File: src/rtl/stmt_lowerer_pkg.sv
// Shared types and helpers for the round-robin statement-lowering arbiter.
package stmt_lowerer_pkg;

  typedef enum logic [0:0] {
    IDLE  = 1'b0,
    GRANT = 1'b1
  } arb_state_e;

  // Next channel index in round-robin order, wrapping at n-1 back to 0.
  function automatic int unsigned rr_next(input int unsigned ptr, input int unsigned n);
    return (ptr + 1 >= n) ? 0 : ptr + 1;
  endfunction

endpackage

File: src/rtl/stmt_lowerer_rr_pick.sv
// Rotating-priority picker: scans ptr+1, ptr+2, ... (mod NUM_CH) and reports
// the first channel with a valid request.
module stmt_lowerer_rr_pick
  import stmt_lowerer_pkg::*;
#(
  parameter  int NUM_CH = 4,
  localparam int CH_W   = (NUM_CH > 1) ? $clog2(NUM_CH) : 1
) (
  input  logic [NUM_CH-1:0] req_valid,
  input  logic [CH_W-1:0]   ptr,
  output logic              found,
  output logic [CH_W-1:0]   winner
);

  logic [CH_W-1:0] cand;

  // Walk the channels after ptr in priority order; stop at the first requester.
  always_comb begin
    // NOTE: every output of a combinational block gets a default first, so no
    // path leaves it unassigned and no latch is inferred.
    found  = 1'b0;
    winner = '0;
    cand   = ptr;
    for (int i = 0; i < NUM_CH; i++) begin
      cand = CH_W'(rr_next(32'(cand), NUM_CH));
      if (req_valid[cand]) begin
        found  = 1'b1;
        winner = cand;
        break;
      end
    end
  end

endmodule

File: src/rtl/stmt_lowerer_rr_arbiter.sv
// Round-robin packet arbiter: merges NUM_CH valid/ready streams onto one
// output, holding a grant until packet end or HOLD_MAX beats, with one idle
// bubble between grants.
// Optional trace: define STMT_LOWERER_ARB_TRACE_EN to print grant/release events.
module stmt_lowerer_rr_arbiter
  import stmt_lowerer_pkg::*;
#(
  parameter  int NUM_CH   = 4,
  parameter  int DATA_W   = 8,
  parameter  int HOLD_MAX = 3,
  localparam int CH_W     = (NUM_CH > 1) ? $clog2(NUM_CH) : 1
) (
  input  logic                     clk,
  input  logic                     rst,
  input  logic [NUM_CH-1:0]        req_valid,
  input  logic [NUM_CH*DATA_W-1:0] req_data,
  input  logic [NUM_CH-1:0]        req_last,
  output logic [NUM_CH-1:0]        req_ready,
  output logic                     out_valid,
  output logic [DATA_W-1:0]        out_data,
  output logic [CH_W-1:0]          out_ch,
  output logic                     out_last,
  input  logic                     out_ready,
  output logic                     busy
);

  localparam int CNT_W = $clog2(HOLD_MAX + 1);

  arb_state_e      state, state_d;
  logic [CH_W-1:0] grant, grant_d;
  logic [CH_W-1:0] ptr, ptr_d;
  logic [CNT_W-1:0] beat_cnt, cnt_d, cnt_inc;

  logic            found;
  logic [CH_W-1:0] winner;
  logic            fire;
  logic            hit;

  logic [DATA_W-1:0] ch_data [NUM_CH];

  for (genvar c = 0; c < NUM_CH; c++) begin : g_ch
    assign ch_data[c] = req_data[c*DATA_W +: DATA_W];
  end

  stmt_lowerer_rr_pick #(.NUM_CH(NUM_CH)) u_pick (
    .req_valid (req_valid),
    .ptr       (ptr),
    .found     (found),
    .winner    (winner)
  );

  assign busy    = (state == GRANT);
  assign fire    = out_valid & out_ready;
  assign cnt_inc = beat_cnt + 1'b1;
  assign hit     = (cnt_inc == CNT_W'(HOLD_MAX));

  // Output mux: everything is zero unless a channel holds the grant.
  always_comb begin
    req_ready = '0;
    out_valid = 1'b0;
    out_data  = '0;
    out_last  = 1'b0;
    out_ch    = '0;
    if (state == GRANT) begin
      out_valid        = req_valid[grant];
      out_data         = ch_data[grant];
      out_last         = req_last[grant];
      out_ch           = grant;
      req_ready[grant] = out_ready;
    end
  end

  // Next-state: pick in IDLE; in GRANT release on abandon, packet end or budget.
  always_comb begin
    state_d = state;
    grant_d = grant;
    ptr_d   = ptr;
    cnt_d   = beat_cnt;
    unique case (state)
      IDLE: begin
        if (found) begin
          state_d = GRANT;
          grant_d = winner;
          cnt_d   = '0;
        end
      end
      GRANT: begin
        if (!req_valid[grant]) begin
          // Grantee went idle: give the slot up rather than stall the others.
          state_d = IDLE;
          ptr_d   = grant;
          cnt_d   = '0;
        end else begin
          casez ({fire, req_last[grant], hit})
            3'b11?, 3'b1?1: begin
              state_d = IDLE;
              ptr_d   = grant;
              cnt_d   = '0;
            end
            3'b100:  cnt_d = cnt_inc;
            default: ;
          endcase
        end
      end
    endcase
  end

  // State registers with synchronous active-high reset.
  always_ff @(posedge clk) begin
    // NOTE: sequential state uses non-blocking assignments so every register
    // samples the pre-edge values regardless of statement order.
    if (rst) begin
      state    <= IDLE;
      grant    <= '0;
      ptr      <= CH_W'(NUM_CH - 1);
      beat_cnt <= '0;
    end else begin
      state    <= state_d;
      grant    <= grant_d;
      ptr      <= ptr_d;
      beat_cnt <= cnt_d;
    end
  end

`ifdef STMT_LOWERER_ARB_TRACE_EN
  // Trace grant and release events in the order they take effect.
  always_ff @(posedge clk) begin
    if (!rst) begin
      if (state == IDLE && found)
        $display("grant ch=%0d", winner);
      if (state == GRANT && state_d == IDLE)
        $display("release ch=%0d beats=%0d", grant, fire ? cnt_inc : beat_cnt);
    end
  end
`else
`endif

endmodule

File: config.mk
export PLATFORM = sky130hd
export DESIGN_NAME = stmt_lowerer_rr_arbiter
export DESIGN_NICKNAME = d
export VERILOG_FILES = /design/src/rtl/stmt_lowerer_pkg.sv /design/src/rtl/stmt_lowerer_rr_pick.sv /design/src/rtl/stmt_lowerer_rr_arbiter.sv
export SDC_FILE = /design/constraint.sdc
export NUM_CORES = 1
export LEC_CHECK = 0
export ABC_AREA = 1
export BUFFER_PORTS_ARGS = -buffer_cell sky130_fd_sc_hd__buf_4
export CAP_MARGIN = 20
export CORE_MARGIN = 4
export CORE_UTILIZATION = 44
export CTS_BUF_LIST = sky130_fd_sc_hd__clkbuf_8
export CTS_CLUSTER_DIAMETER = 60
export DETAILED_ROUTE_END_ITERATION = 16
export HOLD_SLACK_MARGIN = 0.08
export PLACE_DENSITY = 0.9
export SLEW_MARGIN = 20
export SYNTH_ARGS = -nofsm -noshare
export SYNTH_HDL_FRONTEND = slang
export SYNTH_SLANG_ARGS = --single-unit
File: constraint.sdc
create_clock -name clk -period 2 [get_ports clk]
set_clock_uncertainty 0.1 [all_clocks]
set_input_delay 0.1 -clock clk [delete_from_list [all_inputs] [get_ports clk]]
set_output_delay 0.1 -clock clk [all_outputs]
set_load 0.01 [all_outputs]
==> results by group <==
Status
  • Status: completed

Routing
  • Post-route DRC: 0
  • Avg WL per Cell: 12.3 um
  • Routed vias/inst: 5.04
  • Via count: 1300
  • DR pass1 iterations: 4
  • Initial drt markers: 34
  • Routed WL: 3180 um
  • Final ANT Viol Nets: 0

Synth
  • Mean Syn Cell Area: 5.77 um^2
  • Post-synthesis cell area: 975 um^2
  • Cell variety after synth: 29
  • Synth Instances: 169
  • Register bit total from synthesis: 7
  • Post-synthesis sequential area ratio: 14.4%
  • Yosys warns: 0
  • Synthesized Nets: 214

Timing
  • Fin crit period: 1.82 ns
  • Worst Max-Slew Pin Slew: 0.398 ns
  • Setup violators final: 0
  • Final WS setup: 0.178 ns
  • RSZ-0062 raised after global routing: false
  • Tcrit/Tclk final: 91.1%
  • Achievable Freq: 549 MHz
  • Worst slew margin: 73.4%
  • Final hold violation count: 0
  • Slew Viols, Final: 0
  • Setup_tns: 0 ns

GRT
  • Total grt overflow: 0
  • Largest net degree at the start of global routing: 12
  • GRT Overall Usage: 20.5%
  • Initial antenna violation count: 0
  • Vias in the first global route: 1101
  • First-pass GRT wire length: 4620 um

Setup path
  • CP bufs+invs: 1
  • Stages on the worst setup path: 11
  • Most used cell, CP: nand2_2
  • Critical path cell sequence: ha_1 -> inv_1 -> nand2_1 -> nand2_1 -> nand2_2 -> nand2_2 -> nor2_2 -> nand2_2 -> nand2_2 -> nand2_1 -> a21oi_2
  • CP startpoint: ptr[0]
  • Critical path peak fanout: 8
  • CP Launch Type: register
  • RR Startpoint: ptr[0]
  • Path depth of the worst reg2reg path: 11
  • CP Capture Type: register
  • Crit-path slowest cell: ha_1
  • Max stage delay on crit path: 0.38 ns
  • Delay-heaviest family, CP: simple AND/OR/NAND/NOR gates
  • Critical setup path kind: register to register
  • WP data required: 2.07 ns
  • CP Data Arrival Time: 1.89 ns
  • Reg2Reg Setup Slack: 0.18 ns

Cells and area
  • Commonest non-fill, non-tap cells in the layout: buf_4 (62), nand2_1 (36), nor2_1 (22)
  • # diodes: 0
  • Layout net count: 277
  • Area grow syn2layout: 53.7%
  • Share of cells above drive strength 1: 42.9%
  • Fill cell count: 198
  • Commonest non-fill, non-tap cell in the layout: buf_4

Die
  • Initial core utilization: 47.7%
  • Placement row count: 16
  • Die extent in x: 55.1 um
  • I/O pin total: 60
  • Die area: 3030 um^2
  • Core Area: 2040 um^2
  • Die height: 55.1 um

Placed design
  • Final RePlAce weighted congestion: 0.842
  • Port bufs: 59
  • Post-DP HPWL: 2570 um
  • Pre-CTS setup slack: 0.145 ns

Clock tree
  • Clock Tree Buf Depth: 2
  • Cts bufs inserted: 3
  • Clock Pin Slew Worst Setup and Hold Paths: 0.04 ns
  • Root Buffer: clkbuf_8
  • Clk_lat worst skew: 0.23 ns
  • # Post-CTS Setup Buffers: 0
  • H-tree depth: 1
  • CTS sink count: 7
  • CTS tree: yes

Power and ir drop
  • Leak: 0.805 nW
  • Power density over the cells: 1230 nW/um^2
  • Peak supply drop: 1.03 mV

Min path
  • Min-delay worst type: primary input to register
  • Hold Path Origin: out_ready
  • Hold Path Stages: 6

Run
  • Max cap viols: 0
==> sequential cells by signal (all words and copies together) (netlist names) <==
name and count:
busy 1, grant 2, ptr 2, beat_cnt 2
==> layout make-up <==
type | count | area (um^2) | area share [%]
multi-input combinational | 136 | 721 | 48.1
timing repair buffer | 63 | 475 | 31.7
sequential | 7 | 141 | 9.44
inverter | 21 | 81.3 | 5.43
clock buffer | 3 | 41.3 | 2.76
tap | 27 | 33.8 | 2.26
clock inverter | 1 | 3.75 | 0.251
==> repair_timing <==
action / in CTS / in global routing
gates resized for setup: 0 / 1
hold buffers: 1 / 0
setup endpoints to repair: 0 / 4
hold endpoints to repair: 5 / 0
==> cell families after synthesis <==
group                      after synthesis  synth area share (%)
adders and majority gates                2                  2.57
DFF                                      7                  14.4
buffers and inverters                   26                  11.7
AOI/OAI and AO/OA                       34                  20.7
and+or+nand+nor                        100                  50.7
==> Yosys cell counts <==
| master | number | share of area [%] |
|---|---|---|
| clkbuf_1 | 1 | 0.38 |
| nor2_4 | 2 | 2.3 |
| nand3b_1 | 1 | 0.77 |
| buf_2 | 2 | 1.0 |
| nand2_4 | 1 | 1.2 |
| a21oi_1 | 11 | 5.6 |
| nand2_2 | 15 | 9.6 |
| nand3_2 | 3 | 3.1 |
| dfxtp_1 | 7 | 14 |
| o21ai_1 | 1 | 0.51 |
| a21oi_2 | 1 | 0.90 |
| o21ai_0 | 11 | 5.6 |
| a22oi_1 | 7 | 5.4 |
| buf_4 | 1 | 0.77 |
| nand3_1 | 10 | 5.1 |
| a22oi_2 | 1 | 1.3 |
| nor2_1 | 22 | 8.5 |
| ha_1 | 2 | 2.6 |
| nand4_1 | 1 | 0.64 |
| or2_4 | 1 | 0.90 |
| buf_6 | 1 | 1.2 |
| nor3_1 | 3 | 1.5 |
| and2_1 | 1 | 0.64 |
| a31oi_1 | 2 | 1.3 |
| inv_4 | 1 | 0.64 |
| inv_2 | 4 | 1.5 |
| inv_1 | 16 | 6.2 |
| nand2_1 | 36 | 14 |
| nor2_2 | 4 | 2.6 |
==> per-layer routing <==
metal,global-route usage (%),wire length (um),vias up,part of all wire (%)
met1,23.2,1260,566,40
met3,5.36,421,6,13
met4,8.91,48,0,1.5
li1,-,-,672,-
met2,36.0,1450,56,46
met5,0,0,-,0
==> power breakdown <==
| part | switching (mW) | leakage (nW) | total [mW] | internal [mW] |
|---|---|---|---|---|
| logic | 0.835 | 0.721 | 1.40 | 0.567 |
| clock network | 0.0616 | 0.0269 | 0.194 | 0.133 |
| registers | 0.0637 | 0.0573 | 0.248 | 0.184 |
| total | 0.960 | 0.805 | 1.84 | 0.884 |
==> through the flow <==
stage	cell area, um^2	cells	hold WS, ns	power (mW)	utilization, %
2_1_floorplan	975	169	0.0624	1.25	-
3_3_place_gp	1440	253	0.192	1.61	70.6
3_5_place_dp	1440	253	0.189	1.63	70.6
4_1_cts	1500	258	0.175	1.84	73.3
5_1_grt	1500	258	0.210	2.03	73.3
6_report	1500	258	0.174	1.84	73.3
==> worst paths after layout <==
| check | to |
|---|---|
| max | grant[0] |
| min | beat_cnt[1] |
| max reg2reg | grant[0] |
| min reg2reg | beat_cnt[0] |
==> worst min-delay path: stages <==
cell	delay (ns)
buf_4	0.08
inv_1	0.04
nand2_1	0.08
nand2_2	0.05
nand2_1	0.05
a21oi_1	0.05
Power figures use the tool's default switching activity.
